## src/rtl/vga_timing.sv

```systemverilog
// VGA raster timing generator: pixel divider, h/v counters, sync and blanking decode.
// Latency: every output is registered; syncs and video_on line up with the hcount/vcount they decode.
// Backpressure: none; free-running counters, and downstream logic samples on pix_tick.
//
// Ports:
//   clk, reset             system clock and synchronous active-high reset
//   hcount, vcount         current pixel column and line
//   hsync, vsync           monitor syncs at SYNC_ACT inside their windows
//   video_on               high while (hcount, vcount) lies in the visible area
//   pix_tick               one-clk pulse on each pixel advance
//   frame_start            one-clk pulse when the raster wraps to (0,0)
//   frame_count            frames completed since reset, modulo 2^16
module vga_timing #(
  parameter int CLK_DIV  = 2,
  parameter int H_VIS    = 640,
  parameter int H_FP     = 16,
  parameter int H_SYNC   = 96,
  parameter int H_BP     = 48,
  parameter int V_VIS    = 480,
  parameter int V_FP     = 10,
  parameter int V_SYNC   = 2,
  parameter int V_BP     = 33,
  parameter bit SYNC_ACT = 1'b0
) (
  input  logic        clk,
  input  logic        reset,
  output logic [9:0]  hcount,
  output logic [9:0]  vcount,
  output logic        hsync,
  output logic        vsync,
  output logic        video_on,
  output logic        pix_tick,
  output logic        frame_start,
  output logic [15:0] frame_count
);

  localparam int H_TOT = H_VIS + H_FP + H_SYNC + H_BP;
  localparam int V_TOT = V_VIS + V_FP + V_SYNC + V_BP;
  localparam int DIV_W = (CLK_DIV > 1) ? $clog2(CLK_DIV) : 1;

  localparam logic [DIV_W-1:0] DIV_MAX = DIV_W'(CLK_DIV - 1);
  localparam logic [9:0] H_MAX   = 10'(H_TOT - 1);
  localparam logic [9:0] V_MAX   = 10'(V_TOT - 1);
  localparam logic [9:0] H_VIS_W = 10'(H_VIS);
  localparam logic [9:0] V_VIS_W = 10'(V_VIS);
  localparam logic [9:0] HS_BEG  = 10'(H_VIS + H_FP);
  localparam logic [9:0] HS_END  = 10'(H_VIS + H_FP + H_SYNC - 1);
  localparam logic [9:0] VS_BEG  = 10'(V_VIS + V_FP);
  localparam logic [9:0] VS_END  = 10'(V_VIS + V_FP + V_SYNC - 1);

  logic [DIV_W-1:0] div_cnt;
  logic             tick_nxt;
  logic             h_wrap;
  logic             frame_wrap;
  logic [9:0]       h_nxt;
  logic [9:0]       v_nxt;

  // Next raster position is computed here so the decodes below can be
  // registered from it and land in the same cycle as the counters.
  always_comb begin
    tick_nxt   = (div_cnt == DIV_MAX);
    h_wrap     = tick_nxt && (hcount == H_MAX);
    frame_wrap = h_wrap && (vcount == V_MAX);
    h_nxt      = hcount;
    v_nxt      = vcount;
    if (tick_nxt) begin
      h_nxt = h_wrap ? 10'd0 : hcount + 10'd1;
    end
    if (h_wrap) begin
      v_nxt = (vcount == V_MAX) ? 10'd0 : vcount + 10'd1;
    end
  end

  always_ff @(posedge clk) begin
    if (reset) begin
      div_cnt     <= '0;
      hcount      <= '0;
      vcount      <= '0;
      pix_tick    <= 1'b0;
      frame_start <= 1'b0;
      frame_count <= '0;
      hsync       <= !SYNC_ACT;
      vsync       <= !SYNC_ACT;
      video_on    <= 1'b1;
    end else begin
      div_cnt     <= tick_nxt ? '0 : div_cnt + DIV_W'(1);
      pix_tick    <= tick_nxt;
      hcount      <= h_nxt;
      vcount      <= v_nxt;
      frame_start <= frame_wrap;
      if (frame_wrap) begin
        frame_count <= frame_count + 16'd1;
      end
      hsync    <= (h_nxt >= HS_BEG && h_nxt <= HS_END) ? SYNC_ACT : !SYNC_ACT;
      vsync    <= (v_nxt >= VS_BEG && v_nxt <= VS_END) ? SYNC_ACT : !SYNC_ACT;
      video_on <= (h_nxt < H_VIS_W) && (v_nxt < V_VIS_W);
    end
  end

endmodule

```

## config.mk

```make
export PLATFORM = sky130hd
export DESIGN_NAME = vga_timing
export DESIGN_NICKNAME = d
export VERILOG_FILES = /design/src/rtl/vga_timing.sv
export SDC_FILE = /design/constraint.sdc
export NUM_CORES = 1
export LEC_CHECK = 0
export CAP_MARGIN = 40
export CORE_UTILIZATION = 30
export CTS_CLUSTER_DIAMETER = 150
export DETAILED_ROUTE_END_ITERATION = 12
export GPL_TIMING_DRIVEN = 0
export SLEW_MARGIN = 40
export SYNTH_ARGS = -nofsm -noshare
export SYNTH_HDL_FRONTEND = slang
export SYNTH_SLANG_ARGS = --single-unit
```

## constraint.sdc

```tcl
create_clock -name clk -period 3.1 [get_ports clk]
set_clock_uncertainty 0.15 [all_clocks]
set_input_delay 0.31 -clock clk [delete_from_list [all_inputs] [get_ports clk]]
set_output_delay 0.31 -clock clk [all_outputs]
set_load 0.01 [all_outputs]
```

==> results_dict.tcl <==
set metrics [dict create \
    power_density_nw_per_um2 339 \
    track_usage_pct 14.7 \
    p_leak_uw 0.000890 \
    hold_path_class "register to register" \
    hold_viol_final 0 \
    status "completed" \
    ys_ff_latch 42 \
    seq_area_frac_synth_pct 38.2 \
    areaGrowthSynthToFinish_pct 28.7 \
    postCtsSetupRepairBufs 0 \
    crit_path_start "vcount[1]$_SDFF_PP0_" \
    ir_drop_mv 0.160 \
    hold_path_startpoint "frame_count[12]$_SDFFE_PP0P_" \
    ys.flop_type "dfxtp_1" \
    clk_pin_slew_ps 80 \
    synth-edff-count 0 \
    synth_top_area_share_pct 38.2 \
    num_vias 2036 \
    synth_mux_area_share_pct 1.93 \
    initial_core_util_pct 31.7 \
    clock.fmax_mhz 380 \
    fin_cells 402 \
    ctsResizeCount 0 \
    synth_top_family_by_area "simple AND/OR/NAND/NOR gates" \
    place_inst 394 \
    numPortBuffers 42 \
    max-cap-violations 0 \
    clkSinkCount 42 \
    nFillCells 707 \
    end_kind "register" \
    drt_pass1_iterations 4 \
    cts_buffers 5 \
    postCtsHoldBufs 0 \
    startpoint_type "register" \
    drv_slew 0 \
    combPwrFrac_pct 3.9 \
    synth.area.top_cells "dfxtp_1 (38%), a21oi_1 (4.5%), nand2_1 (3.4%)" \
    die-area_um2 7690 \
    synth_cell_type_count 54 \
    slowest_delay_ps 400 \
    synth_nets 262 \
    min_period_over_period_pct 84.9 \
    worst_pin_slew_ps 568 \
    fp.dieH_um 87.7 \
    grt_max_degree 13 \
    cts_tree "built" \
    drive_gt1_share_pct 9.15 \
    die_x_um 87.7 \
    intPower_uw 740 \
    syn_avg_cell_area_um2 8.61 \
    crit_arrival_ps 2710 \
    p_sw_share_pct 23.0 \
    via_per_inst 5.06 \
    ios 43 \
    postSynthCellCount 256 \
    yosysMostFrequentCell "dfxtp_1" \
    synth_xor_area_share_pct 4.77 \
    r2r_start "vcount[1]$_SDFF_PP0_" \
    async_reset_ff_share_pct 0 \
    synthAdderAreaFrac_pct 2.27 \
    maxSlewHeadroom_pct 62.2 \
    routabilityCongestion 0.868 \
    dp_hpwl_um 3860 \
    required_ps 3180 \
    pwr-share-seq_pct 57.3 \
    drtIter0Drc 65 \
    overflow 0 \
    ant_nets 0 \
    clkPwrFrac_pct 38.8 \
    wl_um 5290 \
    wire_per_inst_um 13.2 \
    cts_root_buf "clkbuf_8" \
    ys_top_cells_by_count "dfxtp_1 (42), a21oi_1 (20), nand2_1 (20), nor2_1 (20)" \
    rsz0062_at_grt "no" \
    row_count 30 \
    n_antenna_cell 0 \
    synthSimpleGateAreaFrac_pct 31.2 \
    final.setup.tns_ps 0 \
    grt_pass1_vias 1843 \
    cp_max_fo 10 \
    h-tree-depth 2 \
    netSwitchingPower_uw 221 \
    setup_viol_count_final 0 \
    synth_top_area_cell "dfxtp_1" \
    clockBufferDepth 2 \
    fin_nets 311 \
    crit_slowest_cell "or3_1" \
    antenna_found_initial 0 \
    crit_path_cell_trace "inv_1, ha_1, or3b_1, nor4_4, nand4_1, clkbuf_1, or3_1, a21oi_1" \
    core_area_um2 6940 \
    clock_latency_ps 300 \
    synth_compound_area_share_pct 15.4 \
    worstSetupPathType "register to register" \
    grt_pass1_wl_um 8730 \
    synth_warnings 0 \
    syn_area_um2 2200 \
    min_period_ps 2630 \
    drc 0 \
]
## placed cells by master (no fill, tap or decap), types with 7 or more instances in the layout
cell / instances
nand3_1: 11
nand2_1: 20
a21oi_1: 20
nor2_1: 20
nor3_1: 9
or3_1: 9
or4_1: 7
o21ai_0: 13
dfxtp_1: 42
inv_1: 13
clkdlybuf4s50_1: 42
nand4_1: 10
xnor2_1: 7
## metal layers
metal  up-vias  wire length [um]  global-route usage, %
met5         -                 0                      0
met2        42              2460                   22.9
li1       1027                 -                      -
met3        10               169                   3.49
met4         0               110                   6.11
met1       957              2550                   19.3
## stage by stage
stage	utilization [%]	area [um^2]	setup WS, ps	hold slack [ps]	power (uW)
floorplan	-	2200	706	344	584
global placement	39.5	2740	495	339	601
detailed placement	39.5	2740	475	349	602
CTS	40.8	2840	457	361	975
global route	40.8	2840	302	391	1010
finish	40.8	2840	469	354	961
## power by group through the flow
stage                     Combinational [uW]  Sequential, uW  Clock, uW
after CTS                               38.4             551        386
final                                   37.8             551        373
after detailed placement                38.2             563          0
after floorplan                         19.9             564          0
after global placement                  37.6             563          0
after global routing                    42.1             552        413
## final timing paths
check	slack (ps)	cells past startpoint	end
worst max-delay path	470	8	frame_count[8]$_SDFFE_PP0P_
worst min-delay path	350	2	frame_count[12]$_SDFFE_PP0P_
worst max register to register	470	8	frame_count[8]$_SDFFE_PP0P_
worst min register to register	350	2	frame_count[12]$_SDFFE_PP0P_
## worst max-delay path: cells and delay by family (launching register included)
family | cells | cell delay (ps)
buf+inv | 2 | 370
simple gates | 4 | 1380
flops | 1 | 380
fa+ha+maj | 1 | 130
compound gates | 1 | 140
## sequential cells by signal, indices dropped and copies added, names as in the netlist
name	flops
div_cnt	1
frame_count	16
frame_start	1
hcount	10
hsync	1
pix_tick	1
vcount	10
video_on	1
vsync	1
## cells by family after synthesis
group	after synthesis
DFF	42
and+or+nand+nor	115
AOI/OAI and AO/OA	52
buffers and inverters	27
muxes	4
xor gates and xnor gates	12
adders and majority gates	4
## area by class of cell
| type | count | area, um^2 | share of cell area [%] |
|---|---|---|---|
| Multi-Input combinational cell | 187 | 1220 | 43.2 |
| Inverter | 13 | 48.8 | 1.72 |
| Clock buffer | 7 | 86.3 | 3.05 |
| Timing Repair Buffer | 42 | 420 | 14.8 |
| Sequential cell | 42 | 841 | 29.7 |
| Buffer | 14 | 88.8 | 3.13 |
| Clock inverter | 1 | 5.00 | 0.177 |
| Tap cell | 96 | 120 | 4.24 |
No activity file was read; power rests on OpenSTA's default activity.
